`config.mk`:
```
export PLATFORM = sky130hd
export DESIGN_NAME = life_scan_out
export DESIGN_NICKNAME = d
export VERILOG_FILES = /design/src/rtl/life_pkg.sv /design/src/rtl/life_popcount4.sv /design/src/rtl/life_scan_out.sv
export SDC_FILE = /design/constraint.sdc
export NUM_CORES = 1
export LEC_CHECK = 0
export BUFFER_PORTS_ARGS = -buffer_cell sky130_fd_sc_hd__buf_4
export CAP_MARGIN = 20
export CORE_ASPECT_RATIO = 1.75
export CORE_MARGIN = 2
export CORE_UTILIZATION = 48
export CTS_BUF_LIST = sky130_fd_sc_hd__clkbuf_4
export DETAILED_ROUTE_END_ITERATION = 7
export GPL_TIMING_DRIVEN = 0
export PLACE_DENSITY = 0.83
export SLEW_MARGIN = 20
export SYNTH_ARGS = -nofsm -noshare
export SYNTH_HDL_FRONTEND = slang
export SYNTH_SLANG_ARGS = --single-unit
```
`constraint.sdc`:
```
create_clock -name clk -period 7.6 [get_ports clk]
set_clock_uncertainty 0.15 [all_clocks]
set_input_delay 0.38 -clock clk [delete_from_list [all_inputs] [get_ports clk]]
set_output_delay 0.38 -clock clk [all_outputs]
set_load 0.01 [all_outputs]
```
`src/rtl/life_pkg.sv`:
```
// Shared definitions for the life array readout logic.
package life_pkg;

  typedef enum logic [1:0] {
    IDLE,
    SEND,
    STEP
  } state_t;

  localparam int unsigned CELLS_PER_COL = 4;

  function automatic int unsigned pop_width(input int unsigned n);
    return $clog2(CELLS_PER_COL * n + 1);
  endfunction

endpackage

```
`src/rtl/life_popcount4.sv`:
```
// Combinational population count of one 4-cell column.
module life_popcount4 (
  input  logic [3:0] bits,
  output logic [2:0] count
);

  assign count = {2'b00, bits[0]} + {2'b00, bits[1]}
               + {2'b00, bits[2]} + {2'b00, bits[3]};

endmodule

```
`src/rtl/life_scan_out.sv`:
```
// Snapshot the life columns, stream them one column per beat, count live cells,
// and optionally pulse the array enable once the stream completes.
module life_scan_out
  import life_pkg::*;
#(
  parameter  int unsigned NCOLS = 4,
  localparam int unsigned CW    = $clog2(NCOLS),
  localparam int unsigned PW    = pop_width(NCOLS)
) (
  input  logic                               clk,
  input  logic                               reset,
  input  logic [CELLS_PER_COL*NCOLS-1:0]     alive_cols,
  input  logic                               start,
  input  logic                               advance,
  input  logic                               out_ready,
  output logic                               out_valid,
  output logic [CELLS_PER_COL-1:0]           out_data,
  output logic [CW-1:0]                      out_col,
  output logic                               out_last,
  output logic                               step,
  output logic [PW-1:0]                      pop_count,
  output logic                               pop_valid,
  output logic                               busy
);

  state_t                   state_q, state_d;
  logic [CELLS_PER_COL-1:0] snap_q [NCOLS];
  logic                     adv_q;
  logic [PW-1:0]            acc_q;
  logic [PW-1:0]            pop_q;
  logic [CW-1:0]            col_q;
  logic [2:0]               beat_pop;
  logic [PW-1:0]            acc_sum;
  logic                     xfer;
  logic                     at_last;

  life_popcount4 u_popcount (
    .bits  (out_data),
    .count (beat_pop)
  );

  assign at_last = (col_q == CW'(NCOLS - 1));
  assign xfer    = (state_q == SEND) && out_ready;
  assign acc_sum = acc_q + PW'(beat_pop);

  always_comb begin
    state_d = state_q;
    unique case (state_q)
      IDLE:    if (start) state_d = SEND;
      SEND:    if (xfer && at_last) state_d = STEP;
      STEP:    state_d = IDLE;
      default: state_d = IDLE;
    endcase
  end

  // pop_count loads on the final transfer so it is already valid in the STEP cycle.
  always_ff @(posedge clk) begin
    if (reset) begin
      state_q <= IDLE;
      adv_q   <= 1'b0;
      acc_q   <= '0;
      pop_q   <= '0;
      col_q   <= '0;
      for (int unsigned c = 0; c < NCOLS; c++) snap_q[c] <= '0;
    end else begin
      state_q <= state_d;
      case (state_q)
        IDLE: begin
          if (start) begin
            for (int unsigned c = 0; c < NCOLS; c++)
              snap_q[c] <= alive_cols[CELLS_PER_COL*c +: CELLS_PER_COL];
            adv_q <= advance;
            acc_q <= '0;
            col_q <= '0;
          end
        end
        SEND: begin
          if (xfer) begin
            acc_q <= acc_sum;
            if (at_last) begin
              pop_q <= acc_sum;
              col_q <= '0;
            end else begin
              col_q <= col_q + 1'b1;
            end
          end
        end
        default: ;
      endcase
    end
  end

  assign out_valid = (state_q == SEND);
  assign out_data  = out_valid ? snap_q[col_q] : '0;
  assign out_col   = out_valid ? col_q : '0;
  assign out_last  = out_valid && at_last;
  assign step      = (state_q == STEP) && adv_q;
  assign pop_valid = (state_q == STEP);
  assign pop_count = pop_q;
  assign busy      = (state_q != IDLE);

endmodule

```
==> impl_metrics.py <==
metrics = {
    "outcome": {
        "status": "completed",
    },
    "cts": {
        "post_cts.repair.setup_buffers": 0,
        "clk_latency_ns": 0.35,
        "numCtsBuffers": 5,
        "cts_tree": "done",
        "hold_buffers": 0,
        "clock-sinks": 33,
        "ctsRootBufferMaster": "clkbuf_4",
        "cts.clk_slew.worst_paths_ns": 0.11,
        "clk_path_buf_depth": 2,
        "cts_resized": 0,
        "ctsHtreeMaxLevel": 2,
    },
    "global_route": {
        "grt_overflow": 0,
        "track_usage_pct": 19.7,
        "grt_antenna_before_repair": 0,
        "grt_max_degree": 17,
        "grt_pass1_vias": 1165,
        "grt_pass1_wl_mm": 5.18,
    },
    "synthesis": {
        "syn_inst": 138,
        "async_reset_ff_share_pct": 0,
        "ys_ff_latch": 33,
        "muxShareOfSynthArea_pct": 6.96,
        "synth.avg_cell_area_um2": 11.5,
        "synth_compound_area_share_pct": 6.01,
        "synth-xor-area-share_pct": 1.11,
        "synth.yosys.seq_area_share_pct": 51.9,
        "synth_edf_count": 16,
        "yosysTopAreaCell": "edfxtp_1",
        "synth_top_area_share_pct": 30.4,
        "synth_top_family_by_area": "simple AND/OR/NAND/NOR gates",
        "synth_ff_type": "dfxtp_1",
        "synth_warnings": 0,
        "yosys.area_share.simple_pct": 23.5,
        "synth_area_leaders": "edfxtp_1 30%, dfxtp_1 22%, and2_1 9.5%, mux4_2 5.7%, ha_1 4.7%",
        "synthDistinctLibCells": 36,
        "syn_area_um2": 1580,
        "syn_nets": 167,
        "synth-adder-area-share_pct": 7.27,
    },
    "layout": {
        "layout.nets": 210,
        "drive_gt1_share_pct": 31.3,
        "layout_commonest_cell": "buf_4",
        "nFillCells": 269,
        "areaGrowthSynthToFinish_pct": 24.0,
        "num_antenna_cells": 0,
        "final_cell_mix": "36 x buf_4, 24 x and2_1, 17 x dfxtp_1",
    },
    "timing": {
        "setup_violations": 0,
        "hold_violations": 0,
        "fin_crit_sh_pct": 47.3,
        "worstMarginPinSlew_ns": 0.466,
        "rsz0062_at_grt": "false",
        "fin_hold_ws_ns": 0.132,
        "finalSetupTns_ns": 0,
        "layout_min_cycle_time_ns": 3.59,
        "finalMaxSlewViolations": 0,
        "relSlewSlack_pct": 68.9,
        "max_freq_mhz": 278,
    },
    "routing": {
        "drt_iter0_markers": 19,
        "ant_nets": 0,
        "num_vias": 1151,
        "route.detailed.drc": 0,
        "firstDrtPassIters": 4,
        "avgRoutedWirePerCell_um": 13.9,
        "via_per_inst": 5.12,
        "postRouteWirelength_mm": 3.14,
    },
    "setup_path": {
        "r2r_slack_ns": 4.01,
        "worst_setup_path_start_kind": "flop",
        "cp-end-kind": "flop",
        "crit_fanout": 4,
        "required_ns": 7.71,
        "critPathKind": "reg2reg",
        "arrival_ns": 3.70,
    },
    "power_and_ir_drop": {
        "power.total_mw": 0.339,
        "leakage_nw": 0.828,
        "powerDensity_nw_per_um2": 173,
        "irDropWorstVdd_uv": 148,
    },
    "flow_run": {
        "cap_violations": 0,
    },
    "floorplan": {
        "ios": 37,
        "start_util_pct": 50.4,
        "die_x_um": 47.4,
        "die_height_um": 80.0,
        "core_area_um2": 3140,
        "row_count": 27,
        "dieArea_um2": 3790,
    },
    "worst_hold_path": {
        "hold_class": "in2reg",
    },
    "place": {
        "io_buffers": 36,
        "post-dp-hpwl_mm": 2.46,
        "gp_congestion": 0.888,
    },
}
area by class of cell:
cell class	count	area (um2)	share of cell area, %
Timing Repair Buffer	36	270	13.8
Tap cell	43	53.8	2.74
Clock inverter	2	11.3	0.574
Inverter	5	18.8	0.956
Buffer	5	33.8	1.72
Clock buffer	6	45.0	2.29
Multi-Input combinational cell	95	709	36.1
Sequential cell	33	821	41.8
flip-flops by register name (all words and copies together), names as in the netlist, named ones only:
signal and flops:
adv_q 1, col_q 2, acc_q 5, state_q 2, snap_q 16, pop_count 5
Yosys cell counts, types with 2 or more instances:
master	count
ha_1	6
mux4_2	4
inv_1	4
nor2_1	7
a21oi_1	8
or4_1	2
clkbuf_1	2
fa_1	2
nand3_1	4
o21ai_0	2
nand2b_1	3
or2_2	2
edfxtp_1	16
a211oi_1	2
nor2b_1	2
mux2i_1	2
and2_1	24
a21o_1	2
dfxtp_1	17
nand2_1	11
power by group:
group	internal (mW)	switching, mW
combinational	0.0209	0.0192
sequential	0.195	0.00371
clock	0.0390	0.0615
through the flow:
stage	utilization, %	cell area, um2	setup slack (ns)	cells
floorplan	-	1580	4.22	138
global placement	60.7	1910	4.06	217
detailed placement	60.7	1910	4.03	217
CTS	62.5	1960	3.99	225
global route	62.5	1960	3.81	225
finish	62.5	1960	4.01	225
worst max-delay path, cell delays in order (launching register included):
cell,delay [ns]
dfxtp_1,0.50
mux4_2,0.54
and2_1,0.19
ha_1,0.29
fa_1,0.37
ha_1,0.32
inv_1,0.06
fa_1,0.43
nor2b_1,0.12
o21ai_0,0.09
xor2_1,0.17
o32ai_1,0.27
kinds of logic after synthesis:
| kind of cell | count (synthesis) |
|---|---|
| AO/OA/AOI/OAI | 16 |
| XOR/XNOR | 2 |
| adder cells (fa/ha/maj) | 8 |
| buffers and inverters | 10 |
| flip-flops | 33 |
| multiplexers | 6 |
| AND/OR/NAND/NOR | 63 |
routing by layer:
| layer | global-route usage (%) | vias up | wire length (um) | share of wire, % |
|---|---|---|---|---|
| met5 | 0 | - | 0 | 0 |
| met4 | 8.61 | 0 | 87 | 2.8 |
| met3 | 6.11 | 7 | 139 | 4.4 |
| met2 | 35.1 | 28 | 1860 | 59 |
| met1 | 19.1 | 544 | 1050 | 34 |
| li1 | - | 572 | - | - |
final timing paths:
kind                 from            to  depth (start not counted)
max                  flop      acc_q[4]                         11
min               advance         adv_q                          3
max reg2reg          flop      acc_q[4]                         11
min reg2reg  pop_count[0]  pop_count[0]                          2
(Power assumes the default switching activity.)
